==> config.mk <==
export PLATFORM = sky130hd
export DESIGN_NAME = hdmi_period_scheduler
export DESIGN_NICKNAME = d
export VERILOG_FILES = /design/src/rtl/hdmi_period_scheduler.sv
export SDC_FILE = /design/constraint.sdc
export NUM_CORES = 1
export LEC_CHECK = 0
export BUFFER_PORTS_ARGS = -buffer_cell sky130_fd_sc_hd__buf_2
export CELL_PAD_IN_SITES_DETAIL_PLACEMENT = 1
export CELL_PAD_IN_SITES_GLOBAL_PLACEMENT = 2
export CORE_UTILIZATION = 31
export CTS_BUF_LIST = sky130_fd_sc_hd__clkbuf_8
export CTS_CLUSTER_DIAMETER = 40
export DETAILED_ROUTE_END_ITERATION = 10
export HOLD_SLACK_MARGIN = 0.05
export PLACE_DENSITY_LB_ADDON = 0.3
export SYNTH_ARGS = -nofsm -noshare
export SYNTH_HDL_FRONTEND = slang
export SYNTH_SLANG_ARGS = --single-unit
==> constraint.sdc <==
create_clock -name clk_pixel -period 2.7 [get_ports clk_pixel]
set_input_delay 0 -clock clk_pixel [delete_from_list [all_inputs] [get_ports clk_pixel]]
set_output_delay 0 -clock clk_pixel [all_outputs]
set_load 0.05 [all_outputs]
==> src/rtl/hdmi_period_scheduler.sv <==
// Per-pixel period scheduler for the TMDS encoders: raster counters, syncs,
// encoder mode, CTL preambles and data-island packet admission.
//
// state   | meaning
// CTRL    | control period, mode 0, ctl 0
// DI_PRE  | 8-pixel island preamble, ctl 0101
// DI_LGB  | 2-pixel island leading guard band
// DI_DATA | island packets, 32 pixels each
// DI_TGB  | 2-pixel island trailing guard band
// VID_PRE | 8-pixel video preamble, ctl 0001
// VID_GB  | 2-pixel video leading guard band
// VIDEO   | active video pixels
module hdmi_period_scheduler #(
   parameter int H_ACTIVE     = 640,
   parameter int H_FRONT      = 16,
   parameter int H_SYNC       = 96,
   parameter int H_BACK       = 48,
   parameter int V_ACTIVE     = 480,
   parameter int V_FRONT      = 10,
   parameter int V_SYNC       = 2,
   parameter int V_BACK       = 33,
   parameter int ISLAND_START = 4,
   parameter int MAX_PACKETS  = 18,
   parameter int SYNC_POL     = 0
) (
   input  logic        clk_pixel,
   input  logic        reset_n,
   input  logic        packet_pending,
   output logic [11:0] cx,
   output logic [10:0] cy,
   output logic        hsync,
   output logic        vsync,
   output logic [2:0]  mode,
   output logic [3:0]  ctl,
   output logic        packet_start,
   output logic [4:0]  packet_cycle
);

   localparam int H_TOTAL = H_ACTIVE + H_FRONT + H_SYNC + H_BACK;
   localparam int V_TOTAL = V_ACTIVE + V_FRONT + V_SYNC + V_BACK;

   localparam logic [11:0] HT_LAST = 12'(H_TOTAL - 1);
   localparam logic [11:0] HA      = 12'(H_ACTIVE);
   localparam logic [11:0] ISL0    = 12'(H_ACTIVE + ISLAND_START);
   localparam logic [11:0] HS_BEG  = 12'(H_ACTIVE + H_FRONT);
   localparam logic [11:0] HS_END  = 12'(H_ACTIVE + H_FRONT + H_SYNC);
   localparam logic [11:0] VP_BEG  = 12'(H_TOTAL - 10);
   localparam logic [11:0] VG_BEG  = 12'(H_TOTAL - 2);
   localparam logic [10:0] VT_LAST = 11'(V_TOTAL - 1);
   localparam logic [10:0] VA      = 11'(V_ACTIVE);
   localparam logic [10:0] VS_BEG  = 11'(V_ACTIVE + V_FRONT);
   localparam logic [10:0] VS_END  = 11'(V_ACTIVE + V_FRONT + V_SYNC);
   localparam logic [4:0]  MAXP    = 5'(MAX_PACKETS);
   localparam logic        SYNC_ON = (SYNC_POL != 0);

   typedef enum logic [2:0] {
      CTRL, DI_PRE, DI_LGB, DI_DATA, DI_TGB, VID_PRE, VID_GB, VIDEO
   } state_t;

   state_t      state_q, state_d;
   logic [11:0] cx_q, cx_d;
   logic [10:0] cy_q, cy_d;
   logic [2:0]  run_q, run_d;
   logic [4:0]  cnt_q, cnt_d;
   logic [4:0]  pc_q, pc_d;
   logic        start_q, start_d;
   logic [2:0]  mode_q, mode_d;
   logic [3:0]  ctl_q, ctl_d;
   logic        hs_q, hs_d;
   logic        vs_q, vs_d;
   logic [10:0] cy_after;
   logic        next_line_act;

   always_comb begin
      cx_d = (cx_q == HT_LAST) ? 12'd0 : cx_q + 12'd1;
      cy_d = cy_q;
      if (cx_q == HT_LAST)
         cy_d = (cy_q == VT_LAST) ? 11'd0 : cy_q + 11'd1;
      cy_after      = (cy_d == VT_LAST) ? 11'd0 : cy_d + 11'd1;
      next_line_act = (cy_after < VA);

      state_d = state_q;
      run_d   = 3'd0;
      cnt_d   = cnt_q;
      pc_d    = 5'd0;
      start_d = 1'b0;

      case (state_q)
         CTRL: begin
            if (cx_d == ISL0 && packet_pending) begin
               state_d = DI_PRE;
               cnt_d   = 5'd0;
            end
         end
         DI_PRE: begin
            if (run_q == 3'd7) state_d = DI_LGB;
            else run_d = run_q + 3'd1;
         end
         DI_LGB: begin
            if (run_q == 3'd1) begin
               state_d = DI_DATA;
               start_d = 1'b1;
               cnt_d   = cnt_q + 5'd1;
            end else begin
               run_d = run_q + 3'd1;
            end
         end
         DI_DATA: begin
            pc_d = pc_q + 5'd1;
            // next packet must leave room for its 32 pixels, the trailing guard and 4 control pixels
            if (pc_q == 5'd31) begin
               if (packet_pending && cnt_q < MAXP && (cx_q + 12'd39) <= VP_BEG) begin
                  start_d = 1'b1;
                  cnt_d   = cnt_q + 5'd1;
                  pc_d    = 5'd0;
               end else begin
                  state_d = DI_TGB;
                  pc_d    = 5'd0;
               end
            end
         end
         DI_TGB: begin
            if (run_q == 3'd1) state_d = CTRL;
            else run_d = run_q + 3'd1;
         end
         default: state_d = CTRL;
      endcase

      if (cx_d < HA && cy_d < VA)
         state_d = VIDEO;
      else if (next_line_act && cx_d >= VP_BEG)
         state_d = (cx_d >= VG_BEG) ? VID_GB : VID_PRE;

      mode_d = 3'd0;
      ctl_d  = 4'b0000;
      case (state_d)
         DI_PRE:  ctl_d  = 4'b0101;
         VID_PRE: ctl_d  = 4'b0001;
         DI_LGB:  mode_d = 3'd4;
         DI_TGB:  mode_d = 3'd4;
         DI_DATA: mode_d = 3'd3;
         VID_GB:  mode_d = 3'd2;
         VIDEO:   mode_d = 3'd1;
         default: mode_d = 3'd0;
      endcase

      hs_d = (cx_d >= HS_BEG && cx_d < HS_END) ? SYNC_ON : ~SYNC_ON;
      vs_d = (cy_d >= VS_BEG && cy_d < VS_END) ? SYNC_ON : ~SYNC_ON;
   end

   always_ff @(posedge clk_pixel) begin
      if (!reset_n) begin
         state_q <= CTRL;
         cx_q    <= 12'd0;
         cy_q    <= VA;
         run_q   <= 3'd0;
         cnt_q   <= 5'd0;
         pc_q    <= 5'd0;
         start_q <= 1'b0;
         mode_q  <= 3'd0;
         ctl_q   <= 4'b0000;
         hs_q    <= ~SYNC_ON;
         vs_q    <= ~SYNC_ON;
      end else begin
         state_q <= state_d;
         cx_q    <= cx_d;
         cy_q    <= cy_d;
         run_q   <= run_d;
         cnt_q   <= cnt_d;
         pc_q    <= pc_d;
         start_q <= start_d;
         mode_q  <= mode_d;
         ctl_q   <= ctl_d;
         hs_q    <= hs_d;
         vs_q    <= vs_d;
      end
   end

   assign cx           = cx_q;
   assign cy           = cy_q;
   assign hsync        = hs_q;
   assign vsync        = vs_q;
   assign mode         = mode_q;
   assign ctl          = ctl_q;
   assign packet_start = start_q;
   assign packet_cycle = pc_q;

endmodule
==> results.md <==
* RePlAce Congestion at 0.875
* Power, Total at 1460 uW
* Boundary pin count at 41
* DRC errors left at 0
* EDFF count, synth at 0
* Final min period at 2570 ps
* FF+latch count, synth at 47
* Post-layout nets at 488
* Post-synth top area share at 30.4%
* Clk slew on worst S/H paths at 100 ps
* Final ANT Viol Nets at 0
* Fmax achieved at 0.389 GHz
* Max Clock Skew at 9.27 ps
* Worst path required time at 2930 ps
* H-tree depth at 2
* Seq/Total Area, Yosys at 30.4%
* Cts bufs inserted at 5
* CP max FO at 8
* Wirelength per Cell at 16.7 um
* Yosys cell types at 71
* Total grt overflow at 0
* Leading cell types by total area after synthesis: dfxtp_1 (30%), nand3_1 (5.7%), ha_1 (4.4%)
* Vias in the first global route at 3,292
* Number of port buffers at 38
* Initial Util at 31.9%
* Detailed Routing Iterations Pass 1 at 4
* Final setup TNS at 0 ps
* Peak supply drop at 0.258 mV
* Root Driver: clkbuf_8
* Worst-case reg-to-reg path depth at 10
* Post-synth top cells: dfxtp_1 (47), nand3_1 (35), nand2_1 (33), nor2_1 (33), a21oi_1 (18)
* Async SR Flop Fraction at 0%
* Core Rows at 36
* Global Route Usage Sum at 20.1%
* Crit path arrival time at 2800 ps
* Full die area at 0.0104 sq mm
* Ratio of cells with drive above 1 in the final layout at 31.6%
* First DRT Iteration DRCs at 93
* Clock Sinks at 47
* Hold-fix buffers, CTS at 0
* Main synth FF type: dfxtp_1
* Via density at 5.41
* Slew HR at 56.9%
* Core ar. at 0.00973 sq mm
* Post-synthesis cell count at 399
* Final setup violation count at 0
* Worst hold path type: in -> reg
* Max cap viols at 0
* Mean Syn Cell Area at 7.77 sq um
* Final core occ at 41.8%
* Post-DP HPWL at 7820 um
* Area after DPL at 0.00372 sq mm
* Die H at 102 um
* Number of diodes at 0
* Fin. max-slew vios at 0
* Post-Route WL at 10,200 um
* Area grow syn2layout at 31.1%
* Synth Cell Area at 0.00310 sq mm
* Most common cell in the netlist: dfxtp_1
* Initial antenna violation count at 0
* Worst Max-Slew Pin Slew at 646 ps
* Period Utilization, post-route at 95.3%
* PD cells at 359 mW/mm^2
* CTS tree: built
* Vias at 3,292
* Die extent in x at 102 um
* Clk_lat worst skew at 300 ps
* Leakage at 0.00161 uW
* First-pass GRT wire length at 16,400 um
* Hold Crit Depth at 3
* Final hold viol count at 0
* CP Class: reg -> reg
* Status: completed
* Kind of end point of the critical path: flop
* Design Area, Final at 0.00406 sq mm
* CTS Buffer Depth at 2
* Leading area contributor after synthesis: dfxtp_1
* Yosys warns at 0
* Largest net degree at the start of global routing at 20
* # fillers at 1,247
* Critical Path Source Type: flop
per-layer routing:
metal	routed length [um]	global-route usage, %
met1	4670	25.9
met3	261	2.74
met4	158	5.60
met2	5100	35.1
met5	0	0
power breakdown:
part	leakage, uW	internal [uW]	total, uW	switching [uW]
Combinational	0.00116	40.0	109	69.4
Clock	0.0000703	376	649	272
Sequential	0.000388	693	699	6.73
final timing paths:
check / slack, ps / start / end
worst max-delay path: 130 / cx[1]$_SDFF_PN0_ / state_q[0]$_SDFF_PN0_
worst min-delay path: 110 / reset_n / cy[8]$_SDFF_PN1_
worst max register to register: 130 / cx[1]$_SDFF_PN0_ / state_q[0]$_SDFF_PN0_
worst min register to register: 470 / packet_cycle[0]$_SDFF_PP0_ / packet_cycle[0]$_SDFF_PP0_
cell families (layout without fill, tap and decap cells):
family	count (synthesis)	after routing	share of synthesized area (%)
AO/OA/AOI/OAI	92	92	20.6
XOR/XNOR	14	14	3.96
adder cells (fa/ha/maj)	11	11	4.44
buffers and inverters	41	116	5.69
flip-flops	47	47	30.4
multiplexers	3	3	1.01
other	1	2	0.121
AND/OR/NAND/NOR	190	190	33.8
area by class of cell:
cell class	instances	area (sq um)	area share (%)
clock buffer	5	68.8	1.69
timing repair buffer	93	607	14.9
sequential	47	973	24.0
multi-input combinational	312	2120	52.2
tap	133	166	4.10
clock inverter	3	71.3	1.76
inverter	15	56.3	1.39
worst max-delay path, stage by stage, from the launching register on:
cell	delay [ps]
dfxtp_4	400
ha_4	140
and4_4	270
buf_6	120
nand3_2	80
or4_4	520
o21ai_2	180
and4_1	250
o211ai_4	130
and2_4	210
a211oi_2	190
cell usage in the layout (no fill, tap or decap), drive strengths merged, types with 6 or more instances in the layout:
cell type	instances
o31ai	8
dfxtp	47
and2	12
or3	6
nand2	33
nand2b	6
inv	16
and3	8
ha	11
and4	6
nor3	10
nand3	36
nand4	10
o21ai	19
a21oi	19
buf	93
xnor2	9
a31oi	7
nor2b	7
nor2	33
per-stage QoR:
| stage | worst slack [ps] | hold WS (ps) | std cells |
|---|---|---|---|
| finish | 127 | 109 | 608 |
| global route | -15.8 | 105 | 608 |
| CTS | -14.9 | 104 | 598 |
| detailed placement | -195 | 427 | 590 |
| global placement | -71.2 | 426 | 590 |
| floorplan | 14.0 | 337 | 400 |
state kept, by name, indices dropped and copies added (netlist names), 2 cells and up:
| signal | count |
|---|---|
| state_q | 3 |
| packet_cycle | 5 |
| ctl | 2 |
| run_q | 3 |
| cx | 12 |
| cnt_q | 5 |
| cy | 11 |
| mode | 3 |
what timing repair did:
item,CTS,global route
pin swaps,1,14
setup endpoints to repair,11,13
resized for setup,5,27
endpoints found under the hold margin,0,0
buffers inserted,0,10
(Power assumes the default switching activity.)
